### config.mk
export PLATFORM = sky130hd
export DESIGN_NAME = seq_det_hit_counter
export DESIGN_NICKNAME = d
export VERILOG_FILES = /design/src/rtl/seq_det_hit_counter.sv
export SDC_FILE = /design/constraint.sdc
export NUM_CORES = 1
export LEC_CHECK = 0
export ABC_AREA = 1
export CAP_MARGIN = 15
export CORE_ASPECT_RATIO = 0.9
export CORE_MARGIN = 8
export CORE_UTILIZATION = 50
export DETAILED_ROUTE_END_ITERATION = 16
export MAX_ROUTING_LAYER = met4
export PLACE_DENSITY = 0.78
export SLEW_MARGIN = 20
export SYNTH_ARGS = -nofsm -noshare
export SYNTH_HDL_FRONTEND = slang
export SYNTH_SLANG_ARGS = --single-unit
### constraint.sdc
create_clock -name clk -period 2.1 [get_ports clk]
set_input_delay 0.21 -clock clk [delete_from_list [all_inputs] [get_ports clk]]
set_output_delay 0.21 -clock clk [all_outputs]
set_load 0.03 [all_outputs]
### src/rtl/seq_det_hit_counter.sv
// seq_det_hit_counter: counts detector match pulses over fixed windows and hands each window's count out through a one-entry valid/ready result register
module seq_det_hit_counter #(
  parameter int WIN_LEN = 64,
  parameter int CNT_W   = 8
) (
  input  logic             clk,
  input  logic             rstn,
  input  logic             en,
  input  logic             det_in,
  input  logic             res_ready,
  output logic             res_valid,
  output logic [CNT_W-1:0] res_count,
  output logic             res_sat,
  output logic             res_drop,
  output logic             busy
);
  localparam int WW = $clog2(WIN_LEN);
  typedef enum logic {IDLE, COUNT} state_t;
  state_t           state, state_n;
  logic [WW-1:0]    win_cnt, win_n;
  logic [CNT_W-1:0] hit_cnt, hit_n, hit_inc, res_count_n;
  logic             sat, sat_n, sat_fin, drop_pend, drop_n;
  logic             res_valid_n, res_sat_n, res_drop_n;
  logic             at_max, step, close, load;
  always_ff @(posedge clk or negedge rstn)
    if (!rstn) begin
      state     <= IDLE;
      win_cnt   <= '0;
      hit_cnt   <= '0;
      sat       <= 1'b0;
      drop_pend <= 1'b0;
      res_valid <= 1'b0;
      res_count <= '0;
      res_sat   <= 1'b0;
      res_drop  <= 1'b0;
    end else begin
      state     <= state_n;
      win_cnt   <= win_n;
      hit_cnt   <= hit_n;
      sat       <= sat_n;
      drop_pend <= drop_n;
      res_valid <= res_valid_n;
      res_count <= res_count_n;
      res_sat   <= res_sat_n;
      res_drop  <= res_drop_n;
    end
  // The closing sample is folded in combinationally so the result covers all WIN_LEN samples.
  always_comb begin
    at_max      = &hit_cnt;
    hit_inc     = hit_cnt + CNT_W'(det_in & ~at_max);
    sat_fin     = sat | (det_in & at_max);
    step        = (state == COUNT) && en;
    close       = step && (win_cnt == WW'(WIN_LEN - 1));
    load        = close && (!res_valid || res_ready);
    state_n     = en ? COUNT : IDLE;
    win_n       = (step && !close) ? win_cnt + 1'b1 : '0;
    hit_n       = (step && !close) ? hit_inc : '0;
    sat_n       = step && !close && sat_fin;
    res_valid_n = load || (res_valid && !res_ready);
    res_count_n = load ? hit_inc : res_count;
    res_sat_n   = load ? sat_fin : res_sat;
    res_drop_n  = load ? drop_pend : res_drop;
    drop_n      = load ? 1'b0 : (close || drop_pend);
  end
  assign busy = (state == COUNT);
endmodule

; ---- Yosys cells after proc, flatten, opt, wreduce, memory -nomap -nowiden
; Cells that the tools add are included.
[word_totals]
register_bits = 28
out_inout_bits = 12
[classes]
addsub = 2
n_eq_ne = 1
muxes = 4
bitwise_logic = 4
reduce_logical = 13
[ops]
columns = cell, n
row1 = adder 8 bit, 1
row2 = bitwise AND 1 x 8 -> 8 bit, 1
row3 = 2-to-1 mux 8 bit, 1
row4 = NOT 1 -> 8 bit, 1
row5 = AND reduction 8 bit, 1
row6 = adder 6 x 1 -> 6 bit (second input constant), 1
row7 = equality test 6 bit (second input constant), 1
row8 = logical AND 1 bit, 6
row9 = 2-to-1 mux 6 bit, 1
row10 = logical NOT 1 bit, 3
row11 = logical OR 1 bit, 3
row12 = 2-to-1 mux 1 bit, 2
row13 = bitwise AND 1 bit, 1
row14 = bitwise OR 1 bit, 1

; ---- Longest topological paths before layout
; Gate-level depths: netlist (run 1).
[depth]
ltp_word = 5
mapped_depth = 11
ltp_nobuf = 11

; ---- Least setup slack after synthesis (run 1)
; OpenSTA, ideal clock, no wires.
[synth_timing]
path_type = flip-flop to flip-flop
start = register hit_cnt[2]
end = register res_count[4]
setup_ns = 0.065
t_arrival_ns = 1.596
slack_ns = 0.438
stages_incl_launch_ff = 11
synth_period_minus_slack_ns = 1.662
path_cell_list = dfrtp_1 nand2_1 nor2_1 a21boi_0 ha_1 ha_1 nand3_2 or2_2 nand2_1 nand2_1 nand2_1
[synth_between]
elab_chain_cells = 4
[synth_lines]
columns = item, line
row1 = start: declaration, 21  ; logic [CNT_W-1:0] hit_cnt, hit_n, hit_inc, res_count_n;
row2 = start signal: assignment, 39  ; hit_cnt <= hit_n;
row3 = AND reduction 8 bit, 49  ; at_max = &hit_cnt;
row4 = NOT 1 -> 8 bit, 50  ; hit_inc = hit_cnt + CNT_W'(det_in & ~at_max);
row5 = bitwise AND 1 x 8 -> 8 bit, 50
row6 = adder 8 bit *, 50
row7 = end signal: assignment, 43  ; res_count <= res_count_n;
row8 = end: declaration, 12  ; output logic [CNT_W-1:0] res_count,
; Mark *: on every way between the ends. The rest lies on a longest branch, timed or not.
; A chain may end at the register's enable or synchronous reset.

; ---- Worst setup path after layout (run 1)
; Ends and elaborated chain as after synthesis.

==> qor.csv, run 1 <==
stage,metric,value,unit
floorplan,core-area,0.00247,sq mm
worst_setup_path,endpoint_kind,flop,
clocking,post-cts-setup-buffer-count,0,
yosys,syn_area,0.00130,sq mm
place,dpl.hpwl,1810,microns
yosys,netlist_top_cells_area,"dfrtp_1 54%, nand2_1 16%, nor2_1 4.3%, inv_1 4.0%, ha_1 2.9%",
detailed_routing,postRouteAntennaNets,0,
clocking,cts-buffers-inserted,3,
yosys,syn_inst,148,
detailed_routing,drc_errors,0,
floorplan,num_rows,17,
worst_setup_path,cp.required,2.38,ns
grt,first_global_vias,917,
detailed_routing,first_pass_iters,4,
final_layout,drive_above_1_share,8.98,%
final_layout,layout.nets,177,
detailed_routing,drt_wl_total,2390,microns
final_layout,fillers,223,
sta,tightest_slew,0.582,ns
detailed_routing,vias,996,
floorplan,die_area,0.00450,sq mm
clocking,post_cts_resized,0,
floorplan,ios,17,
floorplan,initial_core_util,52.8,%
yosys,synth_seq_cells,28,
yosys,ys_warn_count,0,
sta,setup_tns,0,ns
clocking,h-tree-depth,1,
power_and_ir_drop,p_per_area,532,mW/mm^2
detailed_routing,wl_per_cell,12.2,microns
yosys,yosys.area.top_type,dfrtp_1,
yosys,synth_commonest_cells,"55 x nand2_1, 28 x dfrtp_1, 15 x nor2_1",
flow_run,drv_cap,0,
worst_setup_path,crit_end,res_count[4]$_DFFE_PN0P_,
floorplan,die_w,69.8,microns
worst_setup_path,cp_max_fo,5,
detailed_routing,drt_iter0_markers,67,
yosys,ys_seq_area_share,53.8,%
worst_setup_path,rr_startpoint,hit_cnt[2]$_DFF_PN0_,
yosys,yosysMostFrequentCell,nand2_1,
final_layout,regArea,701,sq um
power_and_ir_drop,p_leak,0.735,nW
power_and_ir_drop,ir_worst_vdd,0.376,mV
floorplan,dieHeight,64.4,microns
clocking,ctsHoldBuffers,0,
grt,grt_pass1_wl,4110,microns
place,gp_congestion,0.854,
yosys,synth_edf_count,0,
sta,hold_violations,0,
yosys,ys_async_sr_fraction,100,%
grt,antenna_found_initial,0,
clocking,cts_tree,done,
clocking,cts_sinks,28,
min_path,hold_class,primary input to async pin,
place,port_buffers,16,
final_layout,final_cells,195,
outcome,status,"complete, no violations",
yosys,synth_cell_types,22,
yosys,syn_avg_cell_area,8.80,sq um
sta,min_period,1.87,ns
yosys,synth_nets,156,
grt,grt-ovfl-total,0,
sta,final.period_utilization,89.1,%
sta,rsz0062_at_grt,false,
final_layout,multi_input_area,538,sq um
yosys,synth_top_area_share,53.8,%
power_and_ir_drop,power.total,0.808,mW
sta,max_slew_margin,61.2,%
sta,hold_ws,0.231,ns
sta,setup_viol,0,
detailed_routing,avgViaCountPerCell,5.11,
worst_setup_path,worstSetupPathType,flop to flop,
clocking,cts_root_buf,clkbuf_4,
worst_setup_path,rrSetupSlack,0.23,ns
grt,grt_max_degree,29,
worst_setup_path,r2r_end,res_count[4]$_DFFE_PN0P_,
worst_setup_path,crit_start,hit_cnt[2]$_DFF_PN0_,
grt,grt_use_total,11.3,%
clocking,cts.clk_slew.worst_paths,0.14,ns
final_layout,synthToLayoutAreaGrowth,16.7,%
worst_setup_path,cp.arrival,2.15,ns
worst_setup_path,critPathLaunchType,flop,
place,numPlacedInstances,192,
clocking,cts.path.max_buffers,2,
clocking,insertion_delay,0.32,ns
sta,slew_violations,0,
sta,fmax,535,MHz
worst_setup_path,r2r_cells,10,
sta,skew,0.00196,ns
final_layout,diodes,0,
yosys,synth_ff_type,dfrtp_1,
## placed cells by master (no fill, tap or decap), types with 3 or more instances in the layout
cell / Yosys / final
o21ai_0: 3 / 3
dfrtp_1: 28 / 28
inv_1: 14 / 14
ha_1: 3 / 3
nand3_1: 6 / 6
clkbuf_4: 0 / 3
nor2_1: 15 / 15
a21oi_1: 7 / 7
clkdlybuf4s50_1: 0 / 16
nand2_1: 55 / 55
## logic make-up after synthesis
family | count (synthesis) | share of synthesized area (%)
DFF | 28 | 53.8
xor gates and xnor gates | 2 | 1.35
and+or+nand+nor | 87 | 32.0
AOI/OAI and AO/OA | 12 | 5.09
buffers and inverters | 16 | 4.90
adders and majority gates | 3 | 2.88
## sequential cells by signal, summed over array words and instances (netlist names), named ones only
name,count
hit_cnt,8
res_count,8
win_cnt,6
busy,1
res_drop,1
res_sat,1
res_valid,1
sat,1
## layout make-up
| type | count | share of cell area [%] |
|---|---|---|
| inverter | 15 | 3.70 |
| multi-input combinational | 104 | 35.4 |
| sequential | 28 | 46.1 |
| clock buffer | 3 | 1.48 |
| tap | 28 | 2.30 |
| timing repair buffer | 17 | 11.0 |
## through the flow
step	cell area (sq um)	worst slack, ns	utilization [%]
floorplan	1300	0.438	-
global placement	1500	0.195	60.7
detailed placement	1500	0.0830	60.7
CTS	1520	0.230	61.6
global route	1520	0.0478	61.6
finish	1520	0.229	61.6
## where the power goes
part,internal [mW],switching [mW],total (mW)
clock,0.0673,0.153,0.220
sequential,0.543,0.00272,0.546
combinational,0.0151,0.0274,0.0425
## layer usage
layer	vias up	GRT usage, %	part of all wire [%]
met2	25	18.4	48
met3	4	1.98	5.0
met4	0	5.76	1.9
li1	501	-	-
met5	-	-	0
met1	466	13.1	45
## worst min path at each step
| stage | to | start | slack (ns) | cells after the start |
|---|---|---|---|---|
| after floorplan | async pin | rstn | -0.09 | 0 |
| after global placement | win_cnt[0]$_DFF_PN0_ | win_cnt[0]$_DFF_PN0_ | 0.45 | 1 |
| after detailed placement | win_cnt[0]$_DFF_PN0_ | win_cnt[0]$_DFF_PN0_ | 0.46 | 1 |
| after CTS | hit_cnt[3]$_DFF_PN0_ | rstn | 0.25 | 2 |
| after global routing | win_cnt[0]$_DFF_PN0_ | rstn | 0.25 | 2 |
| final | hit_cnt[3]$_DFF_PN0_ | rstn | 0.23 | 2 |
## critical path, stage by stage, from the launching register on
cell and delay, ns:
dfrtp_1 0.46, nand2_1 0.08, nor2_1 0.06, a21boi_0 0.19, ha_1 0.24, ha_1 0.24
nand3_2 0.10, or2_2 0.29, nand2_1 0.06, nand2_1 0.05, nand2_1 0.05
Note: power is estimated with default switching activity, not from simulation.
==> run 2, diff against run 1 <==
--- a/config.mk
+++ b/config.mk
@@ -12,8 +12,9 @@
 export CORE_UTILIZATION = 50
 export DETAILED_ROUTE_END_ITERATION = 16
 export MAX_ROUTING_LAYER = met4
-export PLACE_DENSITY = 0.78
+export PLACE_DENSITY_LB_ADDON = 0.05
 export SLEW_MARGIN = 20
 export SYNTH_ARGS = -nofsm -noshare
 export SYNTH_HDL_FRONTEND = slang
 export SYNTH_SLANG_ARGS = --single-unit
+export TNS_END_PERCENT = 50
==> run 2 against run 1 <==
Clock skew grew 0.0044 ns; largest power group unchanged; fmax rose by 1.7%; wire length is 4.6% lower; register-to-register slack improved by 0.03 ns; final cell count grew 0.51%; die area did not move; count of clock-buffer cells in the layout increased by 1; flip-flop and latch count is the same; first-iteration DRC count decreased by 33%.
==> qor.csv, run 2 (synthesized netlist as in run 1, its figures left out) <==
stage,metric,value,unit,change
min_path,hold_class,primary input to async pin,,
sta,max_slew_margin,63.4,%,+2.2 points
worst_setup_path,critPathLaunchType,flop,,
clocking,cts_root_buf,clkbuf_4,,
place,gp_congestion,0.893,,+4.6%
worst_setup_path,cpMostUsedCell,nand2_1,,
grt,grt_max_degree,29,,unchanged
final_layout,fillers,223,,unchanged
place,dpl.hpwl,1690,microns,-6.7%
final_layout,layout_commonest_cell,nand2_1,,
worst_setup_path,cp.arrival,2.11,ns,-0.04 ns
sta,tightest_slew,0.550,ns,-0.0326 ns
detailed_routing,wl_per_cell,11.6,microns,-5.1%
power_and_ir_drop,p_int,0.664,mW,+6.2%
power_and_ir_drop,p_leak,0.742,nW,+0.98%
grt,grt_pass1_wl,3920,microns,-4.7%
clocking,cts.clk_slew.worst_paths,0.14,ns,about the same
detailed_routing,vias,942,,-5.4%
clocking,h-tree-depth,1,,unchanged
place,pre_cts_slack,0.149,ns,+0.0657 ns
clocking,cts_tree,done,,
detailed_routing,avgViaCountPerCell,4.81,,-5.9%
detailed_routing,drt_wl_total,2280,microns,-4.6%
final_layout,largestRegisters,"hit_cnt: 8 flops, res_count: 8 flops, win_cnt: 6 flops",,
final_layout,layout_common_cells,"55 x nand2_1, 28 x dfrtp_1, 16 x clkdlybuf4s50_1",,
power_and_ir_drop,power.total,0.842,mW,+4.1%
power_and_ir_drop,p_per_area,549,mW/mm^2,+3.2%
sta,setup_viol,0,,unchanged
detailed_routing,drc_errors,0,,unchanged
power_and_ir_drop,seqPwrFrac,64.9,%,-2.6 points
power_and_ir_drop,p_comb_share,5.0,%,-0.3 points
final_layout,diodes,0,,unchanged
clocking,cts.path.max_buffers,2,,unchanged
detailed_routing,drt_iter0_markers,45,,-33%
worst_setup_path,worstSetupPathType,flop to flop,,
detailed_routing,first_pass_iters,4,,unchanged
sta,rsz0062_at_grt,false,,
power_and_ir_drop,clkPwrFrac,30.2,%,+3.0 points
clocking,cts-buffers-inserted,3,,unchanged
grt,antenna_found_initial,0,,unchanged
final_layout,utilization,62.2,%,+0.56 points
floorplan,ios,17,,unchanged
clocking,insertion_delay,0.32,ns,about the same
floorplan,die_area,0.00450,sq mm,unchanged
worst_setup_path,critical-path-top-delay-family,simple AND/OR/NAND/NOR gates,,
sta,skew,0.00635,ns,+0.00439 ns
worst_setup_path,endpoint_kind,flop,,
floorplan,num_rows,17,,unchanged
final_layout,final_cells,196,,+0.51%
floorplan,die_w,69.8,microns,unchanged
outcome,status,"complete, no violations",,
detailed_routing,postRouteAntennaNets,0,,unchanged
flow_run,drv_cap,0,,unchanged
sta,fmax,544,MHz,+1.7%
clocking,post-cts-setup-buffer-count,0,,unchanged
floorplan,core-area,0.00247,sq mm,unchanged
power_and_ir_drop,p_switching,0.177,mW,-2.9%
floorplan,dieHeight,64.4,microns,unchanged
clocking,post_cts_resized,0,,unchanged
sta,hold_violations,0,,unchanged
worst_setup_path,crit_buf_inv,0,,unchanged
worst_setup_path,cp_max_fo,5,,unchanged
power_and_ir_drop,ir_worst_vdd,0.460,mV,+22%
grt,first_global_vias,887,,-3.3%
sta,finalWorstSetupSlack,0.261,ns,+0.0311 ns
floorplan,initial_core_util,52.8,%,unchanged
worst_setup_path,rrSetupSlack,0.26,ns,+0.03 ns
place,port_buffers,16,,unchanged
final_layout,layout.nets,177,,unchanged
sta,setup_tns,0,ns,unchanged
clocking,ctsHoldBuffers,0,,unchanged
worst_setup_path,cp.required,2.37,ns,about the same
sta,min_period,1.84,ns,-0.0311 ns
final_layout,drive_above_1_share,9.52,%,+0.54 points
place,numPlacedInstances,192,,unchanged
sta,final.period_utilization,87.6,%,-1.5 points
sta,slew_violations,0,,unchanged
worst_setup_path,max_stage_delay,0.47,ns,about the same
worst_setup_path,cp_cell_sequence,nand2_1 -> nor2_1 -> a21boi_0 -> ha_1 -> ha_1 -> nand3_2 -> or2_2 -> nand2_1 -> nand2_1 -> nand2_1,,
final_layout,synthToLayoutAreaGrowth,17.8,%,
grt,grt-ovfl-total,0,,unchanged
worst_setup_path,cp_slowest_cell,dfrtp_1,,
clocking,cts_sinks,28,,unchanged
grt,grt_use_total,10.8,%,-0.41 points
power_and_ir_drop,switching_share,21.1,%,-1.5 points
[run 2: worst paths after layout]
path	endpoint	from	cells past startpoint
max	res_count[4]$_DFFE_PN0P_	hit_cnt[2]$_DFF_PN0_	10
min	res_drop$_DFFE_PN0P_	rstn	2
max reg2reg	res_count[4]$_DFFE_PN0P_	hit_cnt[2]$_DFF_PN0_	10
min reg2reg	win_cnt[0]$_DFF_PN0_	win_cnt[0]$_DFF_PN0_	1
max in group asynchronous	res_count[6]$_DFFE_PN0P_	rstn	2
min in group clk	busy$_DFF_PN0_	en	1
[run 2: worst reg2reg max path: cells and delay by family, from the launching register on]
kind	cells	cell delay [ns]
flip-flops	1	0.47
AO/OA/AOI/OAI	1	0.17
adder cells (fa/ha/maj)	2	0.45
AND/OR/NAND/NOR	7	0.70
[run 2: final cells by class]
cell class | instances | area (sq um) | area share, %
clock buffer | 4 | 36.3 | 2.37
tap | 28 | 35.0 | 2.28
multi-input combinational | 104 | 538 | 35.1
timing repair buffer | 17 | 168 | 10.9
inverter | 15 | 56.3 | 3.67
sequential | 28 | 701 | 45.7
[run 2: per-stage QoR]
step | area [sq um] | hold slack, ns
after floorplan | 1300 | -0.0856
after global placement | 1500 | 0.451
after detailed placement | 1500 | 0.460
after CTS | 1530 | 0.255
after global routing | 1530 | 0.270
final | 1530 | 0.250
[run 2: power by group through the flow]
stage	logic, mW	clock network [mW]	registers (mW)
after floorplan	0.0155	0	0.558
after global placement	0.0426	0	0.556
after detailed placement	0.0432	0	0.556
after CTS	0.0434	0.267	0.546
after global routing	0.0489	0.286	0.547
final	0.0417	0.254	0.546
[run 2: routing by layer]
metal  GRT usage [%]  share of wire [%]  wire length (microns)
met2            15.4                 40                    903
met3            2.89                4.7                    108
met4            4.51                1.3                     30
met5               -                  0                      0
met1            14.3                 54                   1230
